### config.mk
export PLATFORM = sky130hd
export DESIGN_NAME = rvc_fetch_aligner_flat
export DESIGN_NICKNAME = d
export VERILOG_FILES = /design/src/rtl/rvc_fetch_aligner_if.sv /design/src/rtl/rvc_fetch_aligner.sv /design/src/flat_wrapper.sv
export SDC_FILE = /design/constraint.sdc
export NUM_CORES = 1
export LEC_CHECK = 0
export BUFFER_PORTS_ARGS = -buffer_cell sky130_fd_sc_hd__buf_2
export CORE_ASPECT_RATIO = 1.75
export CORE_UTILIZATION = 50
export DETAILED_ROUTE_END_ITERATION = 7
export GPL_TIMING_DRIVEN = 0
export PLACE_DENSITY = 0.71
export SYNTH_ARGS = -nofsm -noshare
export SYNTH_HDL_FRONTEND = slang
export SYNTH_SLANG_ARGS = --single-unit
### constraint.sdc
create_clock -name clk -period 9.73 [get_ports clk]
set_input_delay 0.973 -clock clk [delete_from_list [all_inputs] [get_ports clk]]
set_output_delay 0.973 -clock clk [all_outputs]
set_load 0.02 [all_outputs]
### src/rtl/rvc_fetch_aligner_if.sv
// ============================================================================
//  Module      : rvc_fetch_aligner_if
//  Description : Fetch-side and decode-side handshake bundle for the
//                RV32IC fetch aligner, including the redirect request.
//  Revision    : 1.0  initial release
// ============================================================================
`default_nettype none

interface rvc_fetch_aligner_if;
  // Redirect
  logic        flush_i;
  logic [31:0] flush_pc_i;
  // Fetch side
  logic        fetch_valid_i;
  logic        fetch_ready_o;
  logic [31:0] fetch_data_i;
  // Decode side
  logic        instr_valid_o;
  logic        instr_ready_i;
  logic [31:0] instr_o;
  logic [31:0] instr_pc_o;
  logic        instr_compressed_o;
  logic        instr_illegal_o;

  // Fetch unit / decode stage / redirect source
  modport master (
    output flush_i, flush_pc_i, fetch_valid_i, fetch_data_i, instr_ready_i,
    input  fetch_ready_o, instr_valid_o, instr_o, instr_pc_o,
           instr_compressed_o, instr_illegal_o
  );

  // The aligner itself
  modport slave (
    input  flush_i, flush_pc_i, fetch_valid_i, fetch_data_i, instr_ready_i,
    output fetch_ready_o, instr_valid_o, instr_o, instr_pc_o,
           instr_compressed_o, instr_illegal_o
  );
endinterface

`default_nettype wire

### src/rtl/rvc_fetch_aligner.sv
// ============================================================================
//  Module      : rvc_fetch_aligner
//  Description : Realignment buffer between instruction fetch and decode.
//                Stores 32-bit fetch words as 16-bit parcels in a circular
//                FIFO and presents one whole (16- or 32-bit) instruction with
//                its PC per handshake. Optional macro RVC_EXPAND_EN expands
//                compressed instructions to RV32I and flags illegal encodings.
//  Revision    : 1.0  initial release
// ============================================================================
`default_nettype none

module rvc_fetch_aligner #(
  parameter int unsigned DEPTH        = 8,
  parameter logic [31:0] RESET_VECTOR = 32'h0000_0000
) (
  input  logic               clk,
  input  logic               rst_n,
  rvc_fetch_aligner_if.slave bus
);

  localparam int unsigned AW = $clog2(DEPTH);
  localparam int unsigned CW = AW + 1;

  logic [15:0]   mem_q [DEPTH];
  logic [15:0]   mem_d [DEPTH];
  logic [AW-1:0] rd_ptr_q, rd_ptr_d;
  logic [AW-1:0] wr_ptr_q, wr_ptr_d;
  logic [CW-1:0] count_q, count_d;
  logic [31:0]   pc_q, pc_d;
  logic          skip_q, skip_d;

  logic [AW-1:0] rd_ptr_nx;
  logic [AW-1:0] wr_ptr_nx;
  logic [15:0]   h0, h1;
  logic          head_comp;
  logic          head_valid;
  logic          fetch_ready;
  logic          push, pop;
  logic [1:0]    n_push, n_pop;
  logic          unused_pc_bit;

  // Head parcels; the second index wraps naturally at AW bits.
  assign rd_ptr_nx  = rd_ptr_q + AW'(1);
  assign wr_ptr_nx  = wr_ptr_q + AW'(1);
  assign h0         = mem_q[rd_ptr_q];
  assign h1         = mem_q[rd_ptr_nx];
  assign head_comp  = (h0[1:0] != 2'b11);
  // A 32-bit instruction needs both parcels before it is presented.
  assign head_valid = ((count_q >= CW'(1)) && head_comp) ||
                      ((count_q >= CW'(2)) && !head_comp);
  // Room for a full word, independent of a same-cycle pop.
  assign fetch_ready = (CW'(DEPTH) - count_q) >= CW'(2);

  assign push   = bus.fetch_valid_i && fetch_ready && !bus.flush_i;
  assign pop    = head_valid && bus.instr_ready_i && !bus.flush_i;
  assign n_push = push ? (skip_q ? 2'd1 : 2'd2) : 2'd0;
  assign n_pop  = pop ? (head_comp ? 2'd1 : 2'd2) : 2'd0;

  assign unused_pc_bit = bus.flush_pc_i[0];

  // Parcel writes: the lower half is dropped when entering mid-word.
  always_comb begin
    for (int i = 0; i < int'(DEPTH); i++) begin
      mem_d[i] = mem_q[i];
    end
    if (push) begin
      if (skip_q) begin
        mem_d[wr_ptr_q] = bus.fetch_data_i[31:16];
      end else begin
        mem_d[wr_ptr_q]  = bus.fetch_data_i[15:0];
        mem_d[wr_ptr_nx] = bus.fetch_data_i[31:16];
      end
    end
  end

  // Pointer, occupancy and PC bookkeeping; a redirect overrides everything.
  always_comb begin
    rd_ptr_d = rd_ptr_q;
    wr_ptr_d = wr_ptr_q;
    count_d  = count_q;
    pc_d     = pc_q;
    skip_d   = skip_q;
    if (bus.flush_i) begin
      rd_ptr_d = '0;
      wr_ptr_d = '0;
      count_d  = '0;
      pc_d     = {bus.flush_pc_i[31:1], 1'b0};
      skip_d   = bus.flush_pc_i[1];
    end else begin
      if (pop) begin
        rd_ptr_d = rd_ptr_q + AW'(n_pop);
        pc_d     = pc_q + (head_comp ? 32'd2 : 32'd4);
      end
      if (push) begin
        wr_ptr_d = wr_ptr_q + AW'(n_push);
        skip_d   = 1'b0;
      end
      count_d = count_q + CW'(n_push) - CW'(n_pop);
    end
  end

  // Control state registers.
  always_ff @(posedge clk or negedge rst_n) begin
    if (!rst_n) begin
      rd_ptr_q <= '0;
      wr_ptr_q <= '0;
      count_q  <= '0;
      pc_q     <= {RESET_VECTOR[31:1], 1'b0};
      skip_q   <= RESET_VECTOR[1];
    end else begin
      rd_ptr_q <= rd_ptr_d;
      wr_ptr_q <= wr_ptr_d;
      count_q  <= count_d;
      pc_q     <= pc_d;
      skip_q   <= skip_d;
    end
  end

  for (genvar gi = 0; gi < int'(DEPTH); gi++) begin : g_mem
    // Parcel storage entry.
    always_ff @(posedge clk or negedge rst_n) begin
      if (!rst_n) begin
        mem_q[gi] <= '0;
      end else begin
        mem_q[gi] <= mem_d[gi];
      end
    end
  end

  assign bus.fetch_ready_o      = fetch_ready;
  assign bus.instr_valid_o      = head_valid;
  assign bus.instr_pc_o         = pc_q;
  assign bus.instr_compressed_o = head_comp;

`ifdef RVC_EXPAND_EN
  localparam logic [6:0] OP_IMM = 7'b0010011;
  localparam logic [6:0] OP_REG = 7'b0110011;
  localparam logic [6:0] OP_LD  = 7'b0000011;
  localparam logic [6:0] OP_ST  = 7'b0100011;
  localparam logic [6:0] OP_LUI = 7'b0110111;
  localparam logic [6:0] OP_JAL = 7'b1101111;
  localparam logic [6:0] OP_JR  = 7'b1100111;
  localparam logic [6:0] OP_BR  = 7'b1100011;

  logic [4:0]  rdp, rs1p, rd, rs2;
  logic [11:0] imm6_sx;
  logic [20:0] j_imm;
  logic [12:0] b_imm;
  logic [31:0] x_instr;
  logic        x_illegal;

  assign rdp     = {2'b01, h0[4:2]};
  assign rs1p    = {2'b01, h0[9:7]};
  assign rd      = h0[11:7];
  assign rs2     = h0[6:2];
  assign imm6_sx = {{7{h0[12]}}, h0[6:2]};
  assign j_imm   = {{10{h0[12]}}, h0[8], h0[10:9], h0[6], h0[7], h0[2],
                    h0[11], h0[5:3], 1'b0};
  assign b_imm   = {{5{h0[12]}}, h0[6:5], h0[2], h0[11:10], h0[4:3], 1'b0};

  // RV32C to RV32I expansion of the head parcel.
  always_comb begin
    x_instr   = {h1, h0};
    x_illegal = 1'b0;
    case (h0[1:0])
      2'b00: begin
        case (h0[15:13])
          3'b000: begin  // c.addi4spn
            x_instr   = {2'b00, h0[10:7], h0[12:11], h0[5], h0[6], 2'b00,
                         5'd2, 3'b000, rdp, OP_IMM};
            x_illegal = (h0[12:5] == 8'h00);
          end
          3'b010: x_instr = {5'b0, h0[5], h0[12:10], h0[6], 2'b00,
                             rs1p, 3'b010, rdp, OP_LD};            // c.lw
          3'b110: x_instr = {5'b0, h0[5], h0[12], rdp, rs1p, 3'b010,
                             h0[11:10], h0[6], 2'b00, OP_ST};      // c.sw
          default: x_illegal = 1'b1;                               // FP / reserved
        endcase
      end
      2'b01: begin
        case (h0[15:13])
          3'b000: x_instr = {imm6_sx, rd, 3'b000, rd, OP_IMM};     // c.addi
          3'b001: x_instr = {j_imm[20], j_imm[10:1], j_imm[11], j_imm[19:12],
                             5'd1, OP_JAL};                        // c.jal
          3'b010: x_instr = {imm6_sx, 5'd0, 3'b000, rd, OP_IMM};   // c.li
          3'b011: begin
            x_illegal = ({h0[12], h0[6:2]} == 6'd0);
            if (rd == 5'd2) begin                                  // c.addi16sp
              x_instr = {{3{h0[12]}}, h0[4:3], h0[5], h0[2], h0[6], 4'b0000,
                         5'd2, 3'b000, 5'd2, OP_IMM};
            end else begin                                         // c.lui
              x_instr = {{15{h0[12]}}, h0[6:2], rd, OP_LUI};
            end
          end
          3'b100: begin
            case (h0[11:10])
              2'b00: begin
                x_instr   = {7'b0000000, h0[6:2], rs1p, 3'b101, rs1p, OP_IMM};
                x_illegal = h0[12];
              end
              2'b01: begin
                x_instr   = {7'b0100000, h0[6:2], rs1p, 3'b101, rs1p, OP_IMM};
                x_illegal = h0[12];
              end
              2'b10: x_instr = {imm6_sx, rs1p, 3'b111, rs1p, OP_IMM};
              default: begin
                x_illegal = h0[12];                                // subw/addw
                case (h0[6:5])
                  2'b00:   x_instr = {7'b0100000, rdp, rs1p, 3'b000, rs1p, OP_REG};
                  2'b01:   x_instr = {7'b0000000, rdp, rs1p, 3'b100, rs1p, OP_REG};
                  2'b10:   x_instr = {7'b0000000, rdp, rs1p, 3'b110, rs1p, OP_REG};
                  default: x_instr = {7'b0000000, rdp, rs1p, 3'b111, rs1p, OP_REG};
                endcase
              end
            endcase
          end
          3'b101: x_instr = {j_imm[20], j_imm[10:1], j_imm[11], j_imm[19:12],
                             5'd0, OP_JAL};                        // c.j
          3'b110: x_instr = {b_imm[12], b_imm[10:5], 5'd0, rs1p, 3'b000,
                             b_imm[4:1], b_imm[11], OP_BR};        // c.beqz
          default: x_instr = {b_imm[12], b_imm[10:5], 5'd0, rs1p, 3'b001,
                              b_imm[4:1], b_imm[11], OP_BR};       // c.bnez
        endcase
      end
      2'b10: begin
        case (h0[15:13])
          3'b000: begin                                            // c.slli
            x_instr   = {7'b0000000, h0[6:2], rd, 3'b001, rd, OP_IMM};
            x_illegal = h0[12];
          end
          3'b010: begin                                            // c.lwsp
            x_instr   = {4'b0000, h0[3:2], h0[12], h0[6:4], 2'b00,
                         5'd2, 3'b010, rd, OP_LD};
            x_illegal = (rd == 5'd0);
          end
          3'b100: begin
            if (!h0[12]) begin
              if (rs2 == 5'd0) begin                               // c.jr
                x_instr   = {12'h000, rd, 3'b000, 5'd0, OP_JR};
                x_illegal = (rd == 5'd0);
              end else begin                                       // c.mv
                x_instr = {7'b0000000, rs2, 5'd0, 3'b000, rd, OP_REG};
              end
            end else if (rs2 == 5'd0 && rd == 5'd0) begin          // c.ebreak
              x_instr = 32'h0010_0073;
            end else if (rs2 == 5'd0) begin                        // c.jalr
              x_instr = {12'h000, rd, 3'b000, 5'd1, OP_JR};
            end else begin                                         // c.add
              x_instr = {7'b0000000, rs2, rd, 3'b000, rd, OP_REG};
            end
          end
          3'b110: x_instr = {4'b0000, h0[8:7], h0[12], rs2, 5'd2, 3'b010,
                             h0[11:9], 2'b00, OP_ST};              // c.swsp
          default: x_illegal = 1'b1;                               // FP / RV64
        endcase
      end
      default: begin
        x_instr   = {h1, h0};
        x_illegal = 1'b0;
      end
    endcase
  end

  assign bus.instr_o         = head_comp ? x_instr : {h1, h0};
  assign bus.instr_illegal_o = head_valid && head_comp && x_illegal;
`else
  assign bus.instr_o         = head_comp ? {16'h0000, h0} : {h1, h0};
  assign bus.instr_illegal_o = 1'b0;
`endif

endmodule

`default_nettype wire

### src/flat_wrapper.sv
// flat-port wrapper written by rule: the top's interface ports become plain ports
module rvc_fetch_aligner_flat 
#(
  parameter int unsigned DEPTH        = 8,
  parameter logic [31:0] RESET_VECTOR = 32'h0000_0000
)
  (clk, rst_n, bus_flush_i, bus_flush_pc_i, bus_fetch_valid_i, bus_fetch_data_i, bus_instr_ready_i, bus_fetch_ready_o, bus_instr_valid_o, bus_instr_o, bus_instr_pc_o, bus_instr_compressed_o, bus_instr_illegal_o);
  rvc_fetch_aligner_if bus_i ();
  input  logic clk;
  input  logic rst_n;
  input wire logic [$bits(bus_i.flush_i)-1:0] bus_flush_i;
  input wire logic [$bits(bus_i.flush_pc_i)-1:0] bus_flush_pc_i;
  input wire logic [$bits(bus_i.fetch_valid_i)-1:0] bus_fetch_valid_i;
  input wire logic [$bits(bus_i.fetch_data_i)-1:0] bus_fetch_data_i;
  input wire logic [$bits(bus_i.instr_ready_i)-1:0] bus_instr_ready_i;
  output wire logic [$bits(bus_i.fetch_ready_o)-1:0] bus_fetch_ready_o;
  output wire logic [$bits(bus_i.instr_valid_o)-1:0] bus_instr_valid_o;
  output wire logic [$bits(bus_i.instr_o)-1:0] bus_instr_o;
  output wire logic [$bits(bus_i.instr_pc_o)-1:0] bus_instr_pc_o;
  output wire logic [$bits(bus_i.instr_compressed_o)-1:0] bus_instr_compressed_o;
  output wire logic [$bits(bus_i.instr_illegal_o)-1:0] bus_instr_illegal_o;
  assign bus_i.flush_i = bus_flush_i;
  assign bus_i.flush_pc_i = bus_flush_pc_i;
  assign bus_i.fetch_valid_i = bus_fetch_valid_i;
  assign bus_i.fetch_data_i = bus_fetch_data_i;
  assign bus_i.instr_ready_i = bus_instr_ready_i;
  assign bus_fetch_ready_o = bus_i.fetch_ready_o;
  assign bus_instr_valid_o = bus_i.instr_valid_o;
  assign bus_instr_o = bus_i.instr_o;
  assign bus_instr_pc_o = bus_i.instr_pc_o;
  assign bus_instr_compressed_o = bus_i.instr_compressed_o;
  assign bus_instr_illegal_o = bus_i.instr_illegal_o;
  rvc_fetch_aligner #(.DEPTH(DEPTH), .RESET_VECTOR(RESET_VECTOR)) u_core (.clk(clk), .rst_n(rst_n), .bus(bus_i));
endmodule
Word-level counts from Yosys, hierarchy flattened:

Cells that the tools add are included.

* bits of input ports: 69
* flip-flop bits (word level): 171
* word-level logic and storage cells: 77
* output and inout port bits: 68

* multiplexer cells: 29
* equal/unequal tests: 1
* add/subtract/negate cells: 8
* magnitude comparators: 9
* bitwise operators: 4
* reduce and logical (&&, ||, !) cells: 13

Operator list (number)
* bitwise mux 128 bit: 3
* two-way mux 128 bit: 1
* binary-select mux 16 bit (select 3 bit): 2
* demux 16 bit (select 3 bit): 2
* two-way mux 16 bit: 6
* two-way mux 32 bit: 3
* adder 32 bit: 1
* greater-or-equal comparator 4 bit (second input constant): 4
* NOT 3 -> 4 bit: 4
* two-way mux 3 bit: 5
* greater-or-equal comparator 4 x 2 -> 1 bit (second input constant): 2
* logical AND 1 bit: 8
* less-than comparator 4 x 1 -> 1 bit (second input constant): 2
* two-way mux 2 bit: 4
* adder 3 x 1 -> 3 bit (second input constant): 2
* adder 3 x 2 -> 3 bit: 2
* adder 4 x 2 -> 4 bit: 1
* greater-or-equal comparator 4 x 1 -> 1 bit (second input constant): 1
* two-way mux 4 bit: 1
* nonzero test 2 bit: 2
* subtractor 4 x 2 -> 4 bit: 1
* subtractor 4 bit (first input constant): 1
* logical NOT 1 bit: 2
* two-way mux 1 bit: 2
* 2 further kinds: 2

Longest topological paths before layout:

* depth after elaboration: 14
* mapped depth: 15
* depth with buffers taken out: 13

Worst setup path after synthesis:

OpenSTA, ideal clock, no wires.

* path type: flip-flop to flip-flop
* start point: register u_core.rd_ptr_q[0]
* end point: register u_core.pc_q[29], in the netlist u_core.bus.instr_pc_o[29]
* arrival time: 4036 ps
* period minus slack after synthesis: 4172 ps
* required time: 9594 ps
* slack: 5558 ps
* buffers on the path: 2
* stages on the path, launching flop included: 16
* library setup time: 136 ps
* path through: dfrtp_1 -> buf_6 -> mux4_2 -> mux2i_4 -> inv_2 -> nand2_4 -> clkbuf_1 -> ha_1 -> inv_1 -> fa_1 -> and4b_1 -> nor4b_1 -> nand4_1 -> a211oi_1 -> xnor2_1 -> o21ai_0

* longest elaborated chain between the ends: 11
* elaborated cells between the ends (all ways): 16
* classes of those cells: add/sub: 1; eq/ne: 1; mux: 6; bitwise: 1; reduce/logical: 7

RTL lines
* start, declared: line rvc_fetch_aligner.sv:26 `logic [AW-1:0] rd_ptr_q, rd_ptr_d;`
* start signal, assigned: line rvc_fetch_aligner.sv:111 `rd_ptr_q <= rd_ptr_d;`
* NOT 3 -> 4 bit (not written as such) (*): line rvc_fetch_aligner.sv:45 `assign h0 = mem_q[rd_ptr_q];`
* binary-select mux 16 bit (select 3 bit) (*): line rvc_fetch_aligner.sv:45
* two-way mux 16 bit (not written as such) (*) (2 in a row): line rvc_fetch_aligner.sv:45
* != test 2 bit (*): line rvc_fetch_aligner.sv:47 `assign head_comp = (h0[1:0] != 2'b11);`
* named net bus_instr_compressed_o: line flat_wrapper.sv:20 `output wire logic [$bits(bus_i.instr_compressed_o)-1:0] bus_instr_compressed_o;`
* parallel branches: the longest is 6 deep, another holds adder 32 bit
* end signal, assigned: line rvc_fetch_aligner.sv:108 `pc_q <= {RESET_VECTOR[31:1], 1'b0};`
* end signal, assigned: line rvc_fetch_aligner.sv:114 `pc_q <= pc_d;`
* end, declared: line rvc_fetch_aligner.sv:29 `logic [31:0] pc_q, pc_d;`

Mark *: on every way through the listed nets, which the timed path passes. The select of a mux whose other input is x is not followed.
A chain may end at the register's enable or synchronous reset.

Worst setup path in the final report:

* start point: register u_core.rd_ptr_q[0]
* end point: register u_core.pc_q[31], in the netlist u_core.bus.instr_pc_o[31]

* longest elaborated chain between the ends: 11
* elaborated cells between the ends (all ways): 16
* classes of those cells: add/sub: 1; eq/ne: 1; mux: 6; bitwise: 1; reduce/logical: 7

RTL lines (line)
* NOT 3 -> 4 bit (not written as such) (*): rvc_fetch_aligner.sv:45
* binary-select mux 16 bit (select 3 bit) (*): rvc_fetch_aligner.sv:45
* two-way mux 16 bit (not written as such) (*) (2 in a row): rvc_fetch_aligner.sv:45
* != test 2 bit (*): rvc_fetch_aligner.sv:47
* parallel branches: the longest is 6 deep, another holds adder 32 bit

Mark *: on every way between the ends. The select of a mux whose other input is x is not followed.

==> metrics.md <==
| Metric | Value |
|---|---|
| Post-detail-place hpwl | 32,210 um |
| Worst rel slew slack | 21.33% |
| Setup-failing EPs final | 0 |
| I/O pin cnt | 137 |
| Kind of critical path | flop to flop |
| VDD IR max | 0.2067 mV |
| DR DRC count | 0 |
| Post-cts resize count | 0 |
| Drt first pass iters | 6 |
| Leading cell type in the layout, fill and taps excluded | dfrtp_1 |
| Number of max-cap violations | 0 |
| Crit path cell chain | buf_6, mux4_2, mux2i_4, inv_2, nand2_4, clkbuf_1, ha_1, inv_1, fa_1, nor3_1, and4_1, clkbuf_1, o211ai_1, xor2_1, o21ai_0 |
| R2R setup slack | 4510 ps |
| Main synth FF type | dfrtp_1 |
| GPL Wtd Cong | 1.030 |
| Seq cells post-synth | 170 |
| Status | complete, no violations |
| Post-synth top area cell | dfrtp_1 |
| GR met2 Demand/Resource | 67.03% |
| Worst Tran Pin Value | 1168 ps |
| YS warnings | 0 |
| Area growth syn-to-layout | 14.61% |
| Cell leakage power | 5.014 nW |
| Vias in the first global route | 10,580 |
| Non-Filler Instances | 1,566 |
| CTS Hold Bufs | 0 |
| Nets | 1,347 |
| CP startpoint kind | flop |
| # Post-CTS Setup Buffers | 0 |
| Root Buffer | clkbuf_16 |
| Wirelength per Cell | 28.64 um |
| TritonCTS clock tree | done |
| Crit path max-delay cell type | mux4_2 |
| Core area | 0.02150 mm^2 |
| Met1 Use GR | 41.85% |
| Top cell family by delay on the critical path | buffers and inverters |
| RSZ-0062 raised after global routing | false |
| Critical path's largest stage delay | 610 ps |
| Max Clock Skew | 10.85 ps |
| Hold Path Class | input pin to asynchronous set/reset pin |
| Die H | 198.1 um |
| Die Area | 0.02259 mm^2 |
| Post-synth EDFFs | 0 |
| H-tree levels | 4 |
| Synth top area cells | dfrtp_1 39%, mux4_2 13%, a22oi_1 8.7% |
| Max Slew Vio Count | 0 |
| Clock Tree Buf Depth | 2 |
| Worst setup margin | 4506 ps |
| TNS Setup | 0 ps |
| First-pass GRT wire length | 65,670 um |
| WP data arrival | 5610 ps |
| Worst-skew pair later-pin latency | 470 ps |
| Largest net degree at the start of global routing | 96 |
| Commonest non-fill, non-tap cells in the layout | 170 x dfrtp_1, 136 x nand2_1, 128 x a22oi_1, 125 x buf_2, 98 x o21ai_0 |
| Fin. Hold Viols | 0 |
| Cts bufs inserted | 17 |
| Detailed router's first-iteration violation count | 1,247 |
| GR Util All Layers | 41.39% |
| DIE WIDTH | 114.1 um |
| Clock Sinks | 170 |
| Area of the mapped netlist | 0.01099 mm^2 |
| Dpl cells | 1,531 |
| Initial Util | 51.11% |
| DP Worst Slack | 4643 ps |
| Antenna violations before repair | 3 |
| Final Critical Period | 5224 ps |
| Post-DR vias/cell | 6.836 |
| Buffers on Ports | 124 |
| Distinct cells, synth | 57 |
| Total power | 3.071 mW |
| Post-route ant nets | 0 |
| CP max FO | 12 |
| Routed via count | 10,710 |
| GR peak layer | met2 |
| Required @ worst endpoint | 10,110 ps |
| Post-Synthesis Cells | 1,113 |
| Final WL | 44,850 um |
| Filler instances | 1,999 |
| Pwr Density | 243.9 mW/mm^2 |
| Row count | 71 |
| Post-synthesis async set-or-reset flop share | 100.0% |
| Crit path top cell by count | clkbuf_1 |
| Clk slew on worst S/H paths | 70 ps |
| Yosys top cell area share | 38.72% |
| Sequential area share after synthesis | 38.72% |
| Total gr overflow | 0 |
| Crit end category | flop |
| Syn_area_per_cell | 9.871 um^2 |
| Final Cycle Share | 53.69% |
| CP bufs+invs | 5 |
| Met3 GRT Util | 10.59% |
| Max Fclk | 191.4 MHz |
| Layout cells sized above 1 | 21.46% |
[where the power goes]
part / leakage, nW / switching (mW) / internal, mW
Clock: 0.275 / 0.325 / 0.358
Combinational: 2.53 / 0.840 / 0.538
Sequential: 2.21 / 0.142 / 0.868
[worst paths after layout]
kind | startpoint | to | cells after the start
min in group clk | u_core.mem_q[18]$_DFFE_PN0P_ | u_core.mem_q[18]$_DFFE_PN0P_ | 2
worst max-delay path | u_core.rd_ptr_q[0]$_DFFE_PN0N_ | u_core.bus.instr_pc_o[31]$_DFFE_PN0N_ | 15
worst max register to register | u_core.rd_ptr_q[0]$_DFFE_PN0N_ | u_core.bus.instr_pc_o[31]$_DFFE_PN0N_ | 15
max in group asynchronous | rst_n | u_core.mem_q[73]$_DFFE_PN0P_ | 2
worst min register to register | u_core.mem_q[18]$_DFFE_PN0P_ | u_core.mem_q[18]$_DFFE_PN0P_ | 2
worst min-delay path | rst_n | u_core.bus.instr_pc_o[26]$_DFFE_PN0N_ | 1
[registers in the layout (all words and copies together) (netlist names)]
name / flops
u_core.bus.instr_pc_o: 31
u_core.count_q: 4
u_core.mem_q: 128
u_core.rd_ptr_q: 3
u_core.skip_q: 1
u_core.wr_ptr_q: 3
[worst register-to-register path: cells and delay by family (launching register included)]
family	cells	cell delay (ps)
buffers and inverters	5	1360
AO/OA/AOI/OAI	2	410
multiplexers	2	870
XOR/XNOR	1	190
flip-flops	1	510
adder cells (fa/ha/maj)	2	760
AND/OR/NAND/NOR	3	1040
[per-layer routing]
| layer | wire (um) | vias to the layer above |
|---|---|---|
| met5 | 15 | - |
| met4 | 5330 | 2 |
| met3 | 3726 | 251 |
| met2 | 21440 | 777 |
| met1 | 14340 | 5195 |
| li1 | - | 4480 |
[cell families (layout without fill, tap and decap cells)]
logic type,Yosys count,in the layout,synth area share (%)
AO/OA/AOI/OAI,384,384,22.95
XOR/XNOR,33,33,2.631
adder cells (fa/ha/maj),19,19,2.505
buffers and inverters,123,281,4.362
flip-flops,170,170,38.72
multiplexers,102,102,17.23
other,1,4,0.03413
AND/OR/NAND/NOR,281,281,11.57
[cell usage after synthesis, types with 6 or more instances]
cell      instances
o21ai_1           7
o211ai_1          9
nor2b_1          14
xor2_1           14
o21a_1           28
o21ai_0          98
a21oi_1          60
nand4_1           7
inv_1            19
o221ai_1         28
or3_1             7
nand3_1           7
a22oi_1         128
clkbuf_1         77
and3_1            6
nor3_1            9
dfrtp_1         170
buf_1            18
nand2_1         136
ha_1             14
nor2_1           66
a31oi_1          11
mux2_2           33
xnor2_1          19
mux4_2           64
[metrics by stage]
stage | util, % | hold WS [ps] | instance area [um^2]
global placement | 55.71 | 475.3 | 11980
CTS | 58.53 | 505.3 | 12580
floorplan | - | 461.0 | 10990
finish | 58.57 | 465.7 | 12590
detailed placement | 55.88 | 489.8 | 12010
global route | 58.55 | 532.2 | 12590
[final cells by class]
class                   instances  area, um^2  area share, %
inverters                      23       86.33         0.6856
repair buffers                126       663.1          5.266
flip-flops and latches        170        4254          33.78
clock buffers                  18       429.2          3.408
multi-input cells             821        6257          49.69
diodes                          2       5.005        0.03975
plain buffers                 100       392.9          3.120
well taps                     292       365.4          2.901
clock inverters                14       138.9          1.103
Power figures use the tool's default switching activity.
